### src/rtl/div_plus.sv
// Multi-cycle radix-2 restoring divider for DIV/DIVU in the EX stage.
// One quotient bit per cycle; result packs {remainder, quotient} with a one-cycle ready pulse.
module div_plus #(
  parameter int unsigned WIDTH = 32
) (
  input  logic                 clk,
  input  logic                 rst,
  input  logic                 start_i,
  input  logic                 div_sign,
  input  logic                 cancel_i,
  input  logic [WIDTH-1:0]     opdata1_i,
  input  logic [WIDTH-1:0]     opdata2_i,
  output logic [2*WIDTH-1:0]   result_o,
  output logic                 ready_o
);

  localparam int unsigned CNT_W = (WIDTH > 1) ? $clog2(WIDTH) : 1;

  typedef enum logic [1:0] {IDLE, BUSY, DONE} state_e;

  state_e               state_q, state_d;
  logic [CNT_W-1:0]     cnt_q, cnt_d;
  logic [WIDTH-1:0]     rem_q, rem_d;
  logic [WIDTH-1:0]     quot_q, quot_d;
  logic [WIDTH-1:0]     dvs_q, dvs_d;
  logic                 quot_neg_q, quot_neg_d;
  logic                 rem_neg_q, rem_neg_d;
  logic [2*WIDTH-1:0]   result_q, result_d;
  logic                 ready_q, ready_d;

  logic                 s1, s2;
  logic [WIDTH-1:0]     abs1, abs2;
  logic [WIDTH:0]       trial;
  logic [WIDTH-1:0]     rem_nx, quot_nx;
  logic [WIDTH-1:0]     rem_fix, quot_fix;

  // Registers
  always_ff @(posedge clk) begin
    if (rst) begin
      state_q    <= IDLE;
      cnt_q      <= '0;
      rem_q      <= '0;
      quot_q     <= '0;
      dvs_q      <= '0;
      quot_neg_q <= 1'b0;
      rem_neg_q  <= 1'b0;
      result_q   <= '0;
      ready_q    <= 1'b0;
    end else begin
      state_q    <= state_d;
      cnt_q      <= cnt_d;
      rem_q      <= rem_d;
      quot_q     <= quot_d;
      dvs_q      <= dvs_d;
      quot_neg_q <= quot_neg_d;
      rem_neg_q  <= rem_neg_d;
      result_q   <= result_d;
      ready_q    <= ready_d;
    end
  end

  // Next state, iteration datapath and sign correction
  always_comb begin
    state_d    = state_q;
    cnt_d      = cnt_q;
    rem_d      = rem_q;
    quot_d     = quot_q;
    dvs_d      = dvs_q;
    quot_neg_d = quot_neg_q;
    rem_neg_d  = rem_neg_q;
    result_d   = result_q;
    ready_d    = 1'b0;

    s1   = div_sign & opdata1_i[WIDTH-1];
    s2   = div_sign & opdata2_i[WIDTH-1];
    abs1 = s1 ? WIDTH'(~opdata1_i + 1'b1) : opdata1_i;
    abs2 = s2 ? WIDTH'(~opdata2_i + 1'b1) : opdata2_i;

    // Trial subtract; bit WIDTH set means the shifted remainder is below the divisor
    trial = {rem_q, quot_q[WIDTH-1]} - {1'b0, dvs_q};
    if (trial[WIDTH]) begin
      rem_nx  = {rem_q[WIDTH-2:0], quot_q[WIDTH-1]};
      quot_nx = {quot_q[WIDTH-2:0], 1'b0};
    end else begin
      rem_nx  = trial[WIDTH-1:0];
      quot_nx = {quot_q[WIDTH-2:0], 1'b1};
    end
    rem_fix  = rem_neg_q  ? WIDTH'(~rem_nx + 1'b1)  : rem_nx;
    quot_fix = quot_neg_q ? WIDTH'(~quot_nx + 1'b1) : quot_nx;

    if (cancel_i) begin
      state_d = IDLE;
    end else begin
      unique case (state_q)
        IDLE: begin
          if (start_i) begin
            rem_d      = '0;
            quot_d     = abs1;
            dvs_d      = abs2;
            cnt_d      = '0;
            quot_neg_d = s1 ^ s2;
            rem_neg_d  = s1;
            if (opdata2_i == '0) begin
              state_d  = DONE;
              ready_d  = 1'b1;
              result_d = {opdata1_i, {WIDTH{1'b1}}};
            end else begin
              state_d  = BUSY;
            end
          end
        end
        BUSY: begin
          rem_d  = rem_nx;
          quot_d = quot_nx;
          cnt_d  = cnt_q + 1'b1;
          if (cnt_q == CNT_W'(WIDTH - 1)) begin
            state_d  = DONE;
            ready_d  = 1'b1;
            result_d = {rem_fix, quot_fix};
          end
        end
        DONE: begin
          state_d = IDLE;
        end
        default: begin
          state_d = IDLE;
        end
      endcase
    end
  end

  assign result_o = result_q;
  assign ready_o  = ready_q;

endmodule

### config.mk
export PLATFORM = sky130hd
export DESIGN_NAME = div_plus
export DESIGN_NICKNAME = d
export VERILOG_FILES = /design/src/rtl/div_plus.sv
export SDC_FILE = /design/constraint.sdc
export NUM_CORES = 1
export LEC_CHECK = 0
export CORE_UTILIZATION = 41
export DETAILED_ROUTE_END_ITERATION = 7
export SLEW_MARGIN = 20
export SYNTH_ARGS = -nofsm -noshare
export SYNTH_HDL_FRONTEND = slang
export SYNTH_SLANG_ARGS = --single-unit
### constraint.sdc
create_clock -name clk -period 5.2 [get_ports clk]
set_input_delay 1.3 -clock clk [delete_from_list [all_inputs] [get_ports clk]]
set_output_delay 1.3 -clock clk [all_outputs]
set_load 0.02 [all_outputs]
==> impl_metrics.yaml <==
outcome:
  status: "finished clean"
power_and_ir_drop:
  power.internal_mw: 2.45
  power_frac_seq_pct: 38.4
  net-switching-power_mw: 1.19
  clock_power_share_pct: 37.9
  p_comb_share_pct: 23.8
  ir_drop_v: 0.000161
  leakage_nw: 5.41
  switching_share_pct: 32.8
  pwr_density_cell_nw_per_um2: 248
synth:
  async_reset_ff_share_pct: 0
  syn_inst: 1614
  synth-adder-area-share_pct: 4.04
  yosys-top-cells-area: "dfxtp_1 (28%), nor2_1 (7.8%), a21oi_1 (5.6%)"
  synth_seq_cells: 170
  synth.yosys.seq_area_share_pct: 27.8
  synth_simple_gate_area_share_pct: 22.8
  yosys_warnings: 0
  synth_compound_area_share_pct: 28.6
  synth_cell_type_count: 95
  synthTopCellsByCount: "nor2_1 (256), dfxtp_1 (170), a21oi_1 (137), nand2_1 (105), a211oi_1 (91)"
  synth_top_family_by_area: "compound AO/OA/AOI/OAI gates"
  syn-num-nets: 1722
  synth_top_area_share_pct: 27.8
  syn_avg_cell_area_sq_um: 7.59
  synthXorXnorAreaFrac_pct: 9.15
  synthMostInstantiatedCell: "nor2_1"
  ys.flop_type: "dfxtp_1"
  synth_top_cell_by_area: "dfxtp_1"
  syn_area_sq_um: 12300
  synth_edf_count: 0
  synthMuxAreaShare_pct: 2.10
setup_path:
  cp_data_arrival_time_ns: 5.30
  critical_path.max_stage_delay_ns: 0.51
  cp-start-kind: "register"
  setup.worst_path.start: "dvs_q[9]"
  cp_max_fo: 8
  end_kind: "register"
  critical_path_class: "reg2reg"
  worstPathRequired_ns: 5.55
  slowest_stage: "a2111o_1"
  path_cells: "inv_1, ha_1, a21oi_1, o211ai_1, a21boi_2, a2111o_1, a21oi_2, nor2_4, inv_2, ha_1, inv_1, or3_1, or4_4, or4_4, or4_4, o21ai_2, xor2_1, a211oi_1"
  cp_common_cell: "or4_4"
  r2r-start: "dvs_q[9]"
flow_run:
  drv_cap: 0
placement:
  numPortBuffers: 133
  place_area_sq_um: 14000
  dp_hpwl_microns: 32700
  place.gp.congestion: 0.924
  place_inst: 2073
sta:
  fin_skew_ns: 0.0165
  fin_setup_tns_ns: 0
  report.final.slew_viol_count: 0
  setup_viol: 0
  period_share_pct: 95.2
  max-slew-margin-rel_pct: 31.9
  rsz0062_at_grt: "no"
  min_period_ns: 4.95
  hold_violations: 0
  worst_slew_pin_slew_ns: 1.02
  fmax_ghz: 0.202
global_routing:
  grt_pass1_vias: 11700
  grt_pass1_wl_microns: 67500
  antenna_found_initial: 0
  grt_max_degree: 82
  gr-usage-all-layers_pct: 28.2
  overflow: 0
clock_network:
  hold_buffers: 0
  cts.path.max_buffers: 2
  cts-htree-levels: 4
  cts_tree: "yes"
  clk_latency_ns: 0.44
  clk_pin_slew_ns: 0.08
  numCtsBuffers: 17
  clock_sinks: 170
  cts-root-buf: "clkbuf_16"
die:
  die_area_sq_um: 30600
  dieHeight_microns: 175
  core-area_sq_um: 29000
  start_util_pct: 42.2
  pin_count: 134
  die_x_microns: 175
  rows: 62
drt:
  via_per_inst: 6.09
  ant_nets: 0
  drtIter0Drc: 1393
  vias: 12800
  wl_per_cell_microns: 20.7
  routed_wl_microns: 43500
  dr.pass1.iters: 6
  drc: 0
cells_and_area:
  n_antenna_cell: 0
  seq_area_sq_um: 3400
  layout.nets: 1817
  layout-area-overhead-vs-synth_pct: 19.8
  nFillCells: 2922
  drive_above_1_share_pct: 8.60
  final_util_pct: 50.6
  finalNonFillerCells: 2105
  design_area_sq_um: 14700
  multiInputGateArea_sq_um: 8210
hold_path:
  hold_start: "quot_neg_q"
  hp-class: "reg2reg"
placed cells by master (no fill, tap or decap), types with 38 or more instances in the layout:
master / count
a211oi_1: 91
nor2_1: 255
o21ai_0: 58
nand2_1: 105
dfxtp_1: 169
xnor2_1: 50
a21oi_1: 136
buf_4: 54
inv_1: 52
xor2_1: 78
clkdlybuf4s50_1: 132
nor3_1: 38
state kept, by name, indices dropped and copies added, names as in the netlist:
signal	flops
cnt_q	5
dvs_q	32
quot_neg_q	1
quot_q	32
ready_o	1
rem_neg_q	1
rem_q	32
result_o	64
state_q	2
logic make-up after synthesis:
family,Yosys count
flip-flops,170
adder cells (fa/ha/maj),39
AO/OA/AOI/OAI,509
XOR/XNOR,128
buffers and inverters,165
multiplexers,25
AND/OR/NAND/NOR,578
power groups by stage:
stage          clock, mW  sequential (mW)  combinational (mW)
6_report            1.38             1.40               0.866
2_1_floorplan          0             1.42               0.535
3_3_place_gp           0             1.42               0.838
3_5_place_dp           0             1.43               0.842
5_1_grt             1.46             1.40               0.935
4_1_cts             1.40             1.40               0.848
final cells by class:
| cell class | instances | share of cell area (%) |
|---|---|---|
| clock buffers | 18 | 2.92 |
| clock inverters | 13 | 1.24 |
| flip-flops and latches | 170 | 23.2 |
| repair buffers | 188 | 12.0 |
| inverters | 53 | 1.36 |
| well taps | 384 | 3.27 |
| multi-input cells | 1279 | 56.0 |
critical path: cells and delay by family (launching register included):
| family | cells | cell delay (ns) |
|---|---|---|
| adders and majority gates | 2 | 0.61 |
| DFF | 1 | 0.33 |
| xor gates and xnor gates | 1 | 0.07 |
| AOI/OAI and AO/OA | 7 | 1.63 |
| and+or+nand+nor | 5 | 1.90 |
| buffers and inverters | 3 | 0.30 |
repair_timing:
action | 4_1_cts | 5_1_grt
setup endpoints to repair | 0 | 8
gates resized for setup | 0 | 7
setup buffers | 0 | 1
layer usage:
| layer | vias up | part of all wire [%] | global-route usage, % |
|---|---|---|---|
| met5 | - | 0 | 0 |
| met4 | 0 | 2.4 | 8.73 |
| met3 | 73 | 6.7 | 3.02 |
| met2 | 494 | 45 | 44.1 |
| met1 | 6139 | 46 | 40.5 |
| li1 | 6106 | - | - |
worst paths after layout:
check / endpoint / slack (ns) / cells after the start
max: result_o[24] / 0.25 / 18
min reg2reg: quot_neg_q / 0.45 / 2
max reg2reg: result_o[24] / 0.25 / 18
min: quot_neg_q / 0.45 / 2
stage by stage:
step	hold WS [ns]	worst slack, ns	power (mW)
2_1_floorplan	0.432	0.0554	1.96
5_1_grt	0.467	0.0174	3.79
3_5_place_dp	0.445	0.147	2.27
3_3_place_gp	0.441	0.308	2.26
6_report	0.450	0.249	3.64
4_1_cts	0.454	0.118	3.64
Note: power is estimated with default switching activity, not from simulation.
